<file path="src/rtl/alarm_controller.sv">
// alarm_controller: anti-theft FSM that drives the countdown timer handshake, the siren and the status LED.
// Define ALARM_FUEL_PUMP_EN to add the hidden_sw/brake fuel-pump interlock.
module alarm_controller #(
  parameter logic [3:0] DEF_ARM = 4'd6,
  parameter logic [3:0] DEF_DRIVER = 4'd8,
  parameter logic [3:0] DEF_PASS = 4'd15,
  parameter logic [3:0] DEF_ALARM = 4'd10
) (
  input logic clock,
  input logic reset,
  input logic ignition,
  input logic door_driver,
  input logic door_pass,
  input logic reprogram,
  input logic [1:0] time_param_sel,
  input logic [3:0] time_value,
  input logic expired,
  input logic one_hz_enable,
  input logic half_hz_enable,
`ifdef ALARM_FUEL_PUMP_EN
  input logic hidden_sw,
  input logic brake,
  output logic fuel_pump,
`endif
  output logic start_timer,
  output logic [3:0] value,
  output logic siren,
  output logic status,
  output logic [2:0] state_display
);
  typedef enum logic [2:0] {
    ARMED, TRIGGERED, ALARM, ALARM_HOLD, DISARMED, WAIT_OPEN, WAIT_CLOSE, ARMING
  } state_t;
  state_t state, nxt;
  logic [3:0] prm [4];
  logic win, go, open, exp_ok;
  logic [3:0] go_val;
  logic unused_half;
  assign unused_half = half_hz_enable;
  assign open = door_driver | door_pass;
  // expired is only trusted once the start window has closed
  assign exp_ok = expired & ~start_timer;
  always_comb begin
    nxt = state;
    go = 1'b0;
    go_val = value;
    if (reprogram) nxt = ARMED;
    else if (ignition) nxt = DISARMED;
    else
      case (state)
        ARMED: if (open) begin
          nxt = TRIGGERED;
          go = 1'b1;
          go_val = door_driver ? prm[1] : prm[2];
        end
        TRIGGERED: nxt = exp_ok ? ALARM : TRIGGERED;
        ALARM: if (!open) begin
          nxt = ALARM_HOLD;
          go = 1'b1;
          go_val = prm[3];
        end
        ALARM_HOLD: nxt = open ? ALARM : exp_ok ? ARMED : ALARM_HOLD;
        DISARMED: nxt = WAIT_OPEN;
        WAIT_OPEN: nxt = door_driver ? WAIT_CLOSE : WAIT_OPEN;
        WAIT_CLOSE: if (!open) begin
          nxt = ARMING;
          go = 1'b1;
          go_val = prm[0];
        end
        ARMING: nxt = open ? WAIT_CLOSE : exp_ok ? ARMED : ARMING;
        default: nxt = ARMED;
      endcase
  end
  always_ff @(posedge clock or negedge reset) begin
    if (!reset) begin
      state <= ARMED;
      win <= 1'b0;
      start_timer <= 1'b0;
      value <= 4'd0;
      siren <= 1'b0;
      status <= 1'b0;
      state_display <= 3'd0;
      prm[0] <= DEF_ARM;
      prm[1] <= DEF_DRIVER;
      prm[2] <= DEF_PASS;
      prm[3] <= DEF_ALARM;
    end else begin
      state <= nxt;
      state_display <= nxt;
      siren <= nxt == ALARM || nxt == ALARM_HOLD;
      status <= nxt == ARMED ? one_hz_enable : nxt inside {TRIGGERED, ALARM, ALARM_HOLD};
      // win marks that one more window cycle is owed after the current one
      if (reprogram) begin
        prm[time_param_sel] <= time_value;
        start_timer <= 1'b0;
        win <= 1'b0;
      end else if (go) begin
        start_timer <= 1'b1;
        win <= 1'b1;
        value <= go_val;
      end else begin
        start_timer <= win;
        win <= 1'b0;
      end
    end
  end
`ifdef ALARM_FUEL_PUMP_EN
  always_ff @(posedge clock or negedge reset) begin
    if (!reset) fuel_pump <= 1'b0;
    else if (!ignition) fuel_pump <= 1'b0;
    else if (hidden_sw && brake) fuel_pump <= 1'b1;
  end
`endif
endmodule

</file>
<file path="config.mk">
export PLATFORM = sky130hd
export DESIGN_NAME = alarm_controller
export DESIGN_NICKNAME = d
export VERILOG_FILES = /design/src/rtl/alarm_controller.sv
export SDC_FILE = /design/constraint.sdc
export NUM_CORES = 1
export LEC_CHECK = 0
export BUFFER_PORTS_ARGS = -buffer_cell sky130_fd_sc_hd__buf_4
export CORE_MARGIN = 4
export CORE_UTILIZATION = 58
export DETAILED_ROUTE_END_ITERATION = 10
export PLACE_DENSITY = 0.88
export SLEW_MARGIN = 5
export SYNTH_ARGS = -nofsm -noshare
export SYNTH_HDL_FRONTEND = slang
export SYNTH_SLANG_ARGS = --single-unit
</file>
<file path="constraint.sdc">
create_clock -name clock -period 4.3 [get_ports clock]
set_input_delay 0.215 -clock clock [delete_from_list [all_inputs] [get_ports clock]]
set_output_delay 0.215 -clock clock [all_outputs]
set_load 0.01 [all_outputs]
</file>
# Word level (Yosys, flattened, before mapping)
# Index checks and enable logic that the tools add are counted.
totals:
  regBits: 27
  wordCells: 69
classes:
  order_cmp: 2
  n_eq_ne: 13
  bitwise: 6
  n_reduce_logical: 8
  muxes: 30
op_table:
  columns: ["cell", "n"]
  rows:
  - ["3-bit one-hot mux with 8 select lines", 1]
  - ["3-bit 2-to-1 mux", 7]
  - ["4-bit 2-to-1 mux", 5]
  - ["16-bit bitwise mux", 1]
  - ["3-bit by 2-bit == test with 1-bit output (second input constant)", 4]
  - ["3-bit == test (second input constant)", 4]
  - ["4-bit one-hot mux with 3 select lines", 1]
  - ["1-bit 2-to-1 mux", 9]
  - ["4-bit demux with 2-bit select", 1]
  - ["2-bit 2-to-1 mux", 4]
  - ["7-bit AND reduction", 1]
  - ["3-bit by 1-bit == test with 1-bit output (second input constant)", 2]
  - ["3-bit zero test", 2]
  - ["2-bit inequality test (second input constant)", 3]
  - ["3-bit nonzero test", 2]
  - ["3-bit >= comparator (second input constant)", 1]
  - ["3-bit by 1-bit less-than comparator with 1-bit output (second input constant)", 1]
  - ["1-bit inverter", 3]
  - ["2-bit inverter with 3-bit output", 1]
  - ["1-bit one-hot mux with 2 select lines", 1]
  - ["2-bit OR reduction", 1]
  - ["1-bit AND", 1]
  - ["1-bit logical AND", 1]
  - ["1-bit logical OR", 1]
  - ["1-bit OR", 1]

# Depth between registers and ports, before layout
# Gate-level depths: netlist (run 1).
depth:
  depth_word: 10
  mapped_depth: 6
  ltp_nobuf: 4

# Least setup slack after synthesis (run 1)
# Ideal clock, no wire load.
synth_path:
  kind: "register to register"
  startpoint: "register state[2]"
  endpoint: "register value[0]"
  synth_period_minus_slack_ns: 1.542
  n_path_buf: 1
  path_stages_with_launch: 6
  setup_ns: 0.125
  slack_ns: 2.758
  arrival_time_ns: 1.417
  cell_sequence: "dfrtp_1 > buf_2 > nor2_1 > mux2i_2 > nor4_4 > mux2_2"
synth_between:
  elab_chain_cells: 6
  word_cells_on_any_way: 13
  cone_classes: "5 x eq/ne; 4 x mux; 4 x reduce/logical"
synth_lines:
  columns: ["item", "line", "rtl"]
  rows:
  - ["start: declaration", "34", "state_t state, nxt;"]
  - ["start signal: assignment", "88", "state <= nxt;"]
  - ["3-bit == test / 3-bit by 2-bit == test with 1-bit output (equally long branches)", "50", "case (state)"]
  - ["2-bit OR reduction (no source line)", null, null]
  - ["1-bit one-hot mux with 2 select lines", "50", null]
  - ["1-bit 2-to-1 mux", "48", "else if (ignition) nxt = DISARMED;"]
  - ["1-bit 2-to-1 mux", "47", "if (reprogram) nxt = ARMED;"]
  - ["7-bit AND reduction (no source line)", null, null]
  - ["end signal: assignment", "100", "value <= go_val;"]
  - ["end: declaration", "26", "output logic [3:0] value,"]
# Several ways; a longest one is shown, not always the timed one.
# A chain may end at the register's enable or synchronous reset.

# Worst setup path in the final report (run 1)
layout_path:
  startpoint: "register state[2]"
  endpoint: "register value[1]"
# The elaborated chain is that of the path after synthesis.

==> results_dict.tcl, run 1 <==
set metrics [dict create \
    status "complete, no violations" \
    hp-class "in2reg" \
    seqPwrFrac_pct 58.6 \
    final_common_cell "buf_4" \
    fp.dieH_um 55.6 \
    grt.total_usage_pct 16.5 \
    worstMarginPinSlew_ps 584 \
    ys_seq_elements 27 \
    skew_ps 5.08 \
    start_kind "register" \
    avgSynthCellArea_um2 12.4 \
    routed_via_density 5.53 \
    antenna_left 0 \
    synth_area_um2 1310 \
    crit_fanout 12 \
    syn-num-nets 121 \
    dieWidth_um 55.6 \
    die_area_um2 3090 \
    grt_pass1_vias 876 \
    switchingPower_uw 148 \
    whs_ps 110 \
    postCtsHoldBufs 1 \
    drv_cap 0 \
    worstSetupStartpoint "state[2]" \
    pwr-share-clk_pct 17.5 \
    drt_iter0_markers 21 \
    post_cts_resized 0 \
    cts_sinks 27 \
    synth-xor-area-share_pct 0.667 \
    cts_tree "done" \
    power_frac_comb_pct 23.9 \
    synth_mux_area_share_pct 21.3 \
    route.vias.total 851 \
    endpoint_kind "register" \
    setup_violations 0 \
    diodes 0 \
    cts_max_path_buffers 2 \
    start_util_pct 63.7 \
    grt_pass1_wl_um 4050 \
    synthAdderAreaFrac_pct 0 \
    io_pins 25 \
    r2r.worst_path.cells 4 \
    critPathKind "reg2reg" \
    p_int_uw 429 \
    power_density_nw_per_um2 381 \
    endpoint "value[1]" \
    rsz0062_at_grt "false" \
    clkTransAtPathRegs_ps 130 \
    ys_warn_count 0 \
    drc 0 \
    portBuffers 23 \
    fin_crit_sh_pct 40.6 \
    gp_congestion 0.732 \
    numCtsBuffers 3 \
    finalSetupTns_ps 0 \
    fillers 137 \
    std_cell_rows 16 \
    seq_area_frac_synth_pct 52.3 \
    synth-compound-area-share_pct 9.44 \
    synthDistinctLibCells 34 \
    clockRootBuffer "clkbuf_4" \
    multiInputGateArea_um2 562 \
    wl_um 2270 \
    gr-total-overflow 0 \
    grt_max_degree 28 \
    r2r_end "value[1]" \
    clock_latency_ps 310 \
    r2r-start "state[2]" \
    firstDrtPassIters 4 \
    peakVddDrop_mv 0.288 \
    postCtsSetupBuffers 0 \
    syn_to_final_growth_pct 15.3 \
    p_sw_share_pct 25.6 \
    drv_slew 0 \
    r2r_setup_slack_ps 2550 \
    regArea_um2 687 \
    drive_above_1_share_pct 46.5 \
    max_slew_margin_pct 61.0 \
    h-tree-depth 1 \
    synth_top_family_by_area "multiplexers" \
    cp.arrival_ps 1960 \
    syn_inst 106 \
    synthSimpleGateAreaFrac_pct 11.4 \
    core_um2 2060 \
    required_ps 4510 \
    fin_crit_ps 1750 \
    max_freq_mhz 572 \
    finalHoldViolations 0 \
    final_cell_mix "buf_4, mux2_2, dfrtp_1, dfstp_2, a21oi_1" \
    p_leak_uw 0.000681 \
    antenna_found_initial 0 \
    wl_per_cell_um 14.7 \
    final_nets 143 \
    dp_hpwl_um 1710 \
]
## worst max-delay path, cell delays in order, from the launching register on
cell and delay (ps):
dfrtp_1 580, nor2_1 190, mux2i_2 100, nor4_4 380
mux2_2 390
## area by class of cell
type | instances | share of cell area [%]
clock buffers | 4 | 1.74
inverters | 6 | 1.49
multi-input cells | 66 | 37.1
flip-flops and latches | 27 | 45.4
well taps | 27 | 2.23
repair buffers | 24 | 12.1
## synth_stat cells
master / n / area, um^2
and3b_1: 1 / 8.76
buf_4: 1 / 7.51
o21a_1: 1 / 7.51
o21ai_1: 1 / 5.00
or3b_1: 1 / 8.76
a31oi_1: 1 / 6.26
nand3b_1: 3 / 22.5
buf_2: 3 / 15.0
o21ai_0: 1 / 5.00
a21o_1: 1 / 7.51
nand3_1: 1 / 5.00
a221oi_1: 1 / 8.76
dfrtp_1: 18 / 450
clkbuf_1: 1 / 3.75
inv_1: 6 / 22.5
o31ai_1: 1 / 7.51
a211oi_1: 4 / 30.0
buf_6: 1 / 11.3
or3b_2: 1 / 8.76
nor3_2: 1 / 10.0
o41a_1: 1 / 11.3
mux2i_1: 4 / 40.0
nand2_1: 1 / 3.75
mux2i_2: 1 / 13.8
nor2_1: 3 / 11.3
a21oi_1: 7 / 35.0
nor2b_1: 5 / 31.3
nand2b_1: 2 / 12.5
xor2_1: 1 / 8.76
or2_1: 1 / 6.26
buf_1: 1 / 3.75
dfstp_2: 9 / 236
mux2_2: 20 / 225
nor4_4: 1 / 21.3
## kinds of logic (layout without fill, tap and decap cells)
kind of cell,Yosys count,after routing
compound gates,19,19
xor+xnor,1,1
buf+inv,13,34
flops,27,27
mux,25,25
simple gates,21,21
## power groups by stage
| stage | clock, uW | sequential (uW) | combinational [uW] |
|---|---|---|---|
| detailed placement | 0 | 344 | 139 |
| floorplan | 0 | 343 | 79.7 |
| CTS | 106 | 339 | 140 |
| global placement | 0 | 340 | 134 |
| global route | 114 | 346 | 152 |
| finish | 101 | 338 | 138 |
## worst min path at each step
stage | from | endpoint | slack [ps] | cells after the start
CTS | ignition | win | 100 | 2
global route | ignition | win | 100 | 2
floorplan | reset | prm[0] | -80 | 0
global placement | reset | status | 140 | 1
finish | ignition | win | 110 | 2
detailed placement | reset | status | 140 | 1
## flip-flops by register name (all words and copies together) (netlist names)
| signal | cells |
|---|---|
| win | 1 |
| status | 1 |
| state | 3 |
| value | 4 |
| siren | 1 |
| prm | 16 |
| start_timer | 1 |
## metal layers
layer  routed length [um]  GRT usage [%]  share of wire, %
met1                  992           20.3                44
met4                   40           6.94               1.8
met5                    0              0                 0
met2                 1140           28.4                50
met3                   97           3.02               4.3
## per-stage QoR
stage	instance area, um^2	worst slack, ps	cells	power [uW]	utilization [%]
6_report	1510	2550	154	577	73.4
5_1_grt	1510	2460	154	613	73.4
4_1_cts	1510	2540	154	585	73.4
3_5_place_dp	1480	2520	149	483	71.7
3_3_place_gp	1480	2520	149	474	71.7
2_1_floorplan	1310	2760	106	422	-
No activity file was read; power rests on OpenSTA's default activity.
==> inputs of run 2 (changes only) <==
--- a/config.mk
+++ b/config.mk
@@ -5,11 +5,12 @@
 export SDC_FILE = /design/constraint.sdc
 export NUM_CORES = 1
 export LEC_CHECK = 0
+export ABC_AREA = 1
 export BUFFER_PORTS_ARGS = -buffer_cell sky130_fd_sc_hd__buf_4
 export CORE_MARGIN = 4
-export CORE_UTILIZATION = 58
+export CORE_UTILIZATION = 48
 export DETAILED_ROUTE_END_ITERATION = 10
-export PLACE_DENSITY = 0.88
+export PLACE_DENSITY = 0.79
 export SLEW_MARGIN = 5
 export SYNTH_ARGS = -nofsm -noshare
 export SYNTH_HDL_FRONTEND = slang
==> constraint.sdc (replaced) <==
create_clock -name clock -period 1.4 [get_ports clock]
set_input_delay 0.07 -clock clock [delete_from_list [all_inputs] [get_ports clock]]
set_output_delay 0.07 -clock clock [all_outputs]
set_load 0.01 [all_outputs]
==> results_dict.tcl, run 2 <==
set metrics [dict create \
    hold-path-endpoint "prm[7]" \
    critPathKind "reg2reg" \
    whs_ps 26.6 \
    place_inst 203 \
    setup_violations 0 \
    core_um2 2480 \
    worstMarginPinSlew_ps 325 \
    synthDistinctLibCells 18 \
    top_regs "prm: 16 flops, value: 4 flops, state: 3 flops" \
    seq_area_frac_synth_pct 54.7 \
    worstPathCellList "nor2_2, nand2_1, nand2_1, nand3_2, inv_4, nand4_1, o21a_1" \
    hp-start "time_value[3]" \
    ys_seq_elements 27 \
    final_cell_mix "nand2_1, buf_4, o21ai_0, nand3_1" \
    endpoint_kind "register" \
    synth_top_family_by_area "simple AND/OR/NAND/NOR gates" \
    antenna_left 0 \
    synth_top_cell_by_area "dfrtp_1" \
    die_area_um2 3500 \
    fin_crit_ps 1290 \
    fin_util_pct 63.0 \
    largest_register "prm" \
    portBuffers 23 \
    fin_cells 213 \
    diodes 0 \
    start_util_pct 50.7 \
    status "complete, no violations" \
    async_flop_share_pct 100 \
    fp.dieH_um 59.1 \
    drive_above_1_share_pct 27.3 \
    final_nets 199 \
    drt_iter0_markers 83 \
    crit_path_max_incr_delay_ps 500 \
    critPathBufInv 1 \
    gr-total-overflow 0 \
    route.vias.total 1136 \
    drv_cap 0 \
    largest_reg_flops 16 \
    clkTransAtPathRegs_ps 150 \
    hp-class "in2reg" \
    synth-xor-area-share_pct 0 \
    grt_pass1_wl_um 4800 \
    routed_via_density 5.33 \
    r2r.worst_path.cells 7 \
    grt_max_degree 28 \
    crit_fanout 8 \
    avgSynthCellArea_um2 8.37 \
    critPathSlowestCell "dfrtp_2" \
    p_leak_uw 0.000745 \
    r2r-start "state[0]" \
    antenna_found_initial 0 \
    hold_depth 3 \
    h-tree-depth 1 \
    clock_latency_ps 320 \
    numCtsBuffers 3 \
    gp_congestion 0.958 \
    wl_um 2820 \
    grt.total_usage_pct 17.9 \
    synth_area_um2 1250 \
    dominantRegCellSynth "dfrtp_1" \
    r2r_setup_slack_ps 110 \
    synth_top_area_share_pct 35.9 \
    ys_warn_count 0 \
    clockRootBuffer "clkbuf_4" \
    critical_path.most_common_cell "nand2_1" \
    io_pins 25 \
    yosys-top-cells-area "dfrtp_1, dfstp_2, o21ai_0" \
    rsz0062_at_grt "false" \
    synth-compound-area-share_pct 14.2 \
    netlist_top_cells_count "nand2_1, o21ai_0, dfrtp_1" \
    final_common_cell "nand2_1" \
    cts_max_path_buffers 2 \
    finalHoldViolations 0 \
    synthSimpleGateAreaFrac_pct 24.4 \
    r2r_end "value[3]" \
    drv_slew 0 \
    syn_inst 150 \
    peakVddDrop_mv 0.770 \
    syn-num-nets 165 \
    start_kind "register" \
    synthAdderAreaFrac_pct 0 \
    synth_mux_area_share_pct 0 \
    grt_pass1_vias 1118 \
    fin_crit_sh_pct 92.2 \
    finalSetupTns_ps 0 \
    power_density_nw_per_um2 1070 \
    syn_to_final_growth_pct 24.3 \
    synth_edf_count 0 \
    dieWidth_um 59.1 \
    max_freq_mhz 774 \
    std_cell_rows 18 \
    synth.most_common_cell "nand2_1" \
    cp.arrival_ps 1520 \
    cts_tree "done" \
    cts_sinks 27 \
    dp_hpwl_um 2170 \
    max_slew_margin_pct 78.3 \
    required_ps 1630 \
    firstDrtPassIters 4 \
    skew_ps 5.57 \
    drc 0 \
    crit_family "flip-flops" \
    wl_per_cell_um 13.2 \
]
[run 2: how the worst max path moves through the flow]
| stage | start | endpoint | slack, ps | cells past startpoint |
|---|---|---|---|---|
| 6_report | state[0] | value[3] | 110 | 7 |
| 5_1_grt | state[0] | value[0] | 5 | 7 |
| 4_1_cts | state[0] | value[3] | 20 | 7 |
| 3_5_place_dp | state[0] | value[3] | 60 | 7 |
| 3_3_place_gp | state[0] | value[0] | 120 | 7 |
| 2_1_floorplan | state[2] | value[0] | 160 | 8 |
[run 2: cell type report]
type | count | area [um^2]
Multi-Input combinational cell | 102 | 487
Timing Repair Buffer | 31 | 243
Inverter | 19 | 73.8
Clock inverter | 1 | 7.51
Tap cell | 30 | 37.5
Fill cell | 210 | 917
Sequential cell | 27 | 689
Clock buffer | 3 | 22.5
[run 2: metal layers]
metal	GRT usage [%]	vias up	share of wire, %
li1	-	557	-
met1	21.4	538	41
met2	33.0	37	52
met3	1.96	4	6.3
met4	6.47	0	0.89
met5	0	-	0
[run 2: worst reg2reg max path, cell delays in order (launching register included)]
cell	delay, ps
dfrtp_2	500
nor2_2	130
nand2_1	80
nand2_1	80
nand3_2	90
inv_4	110
nand4_1	90
o21a_1	120
[run 2: kinds of logic after synthesis]
group / count (synthesis)
and+or+nand+nor: 69
AOI/OAI and AO/OA: 33
buffers and inverters: 21
DFF: 27
[run 2: stage by stage]
stage | instance area, um^2 | setup WS (ps) | total power, uW
final | 1560 | 109 | 1670
after global routing | 1560 | 4.60 | 1790
after CTS | 1520 | 24.2 | 1680
after detailed placement | 1470 | 64.5 | 1340
after global placement | 1470 | 124 | 1320
after floorplan | 1250 | 156 | 1170
[run 2: report_power, final]
group	leakage [uW]	switching, uW	internal [uW]
combinational	0.000415	180	166
clock	0.0000139	227	109
sequential	0.000316	66.5	924
[run 2: repair_timing]
action / 4_1_cts / 5_1_grt
setup endpoints to repair: 0 / 5
hold buffers: 2 / 2
setup buffers: 0 / 2
gates resized for setup: 0 / 4
endpoints found under the hold margin: 29 / 2
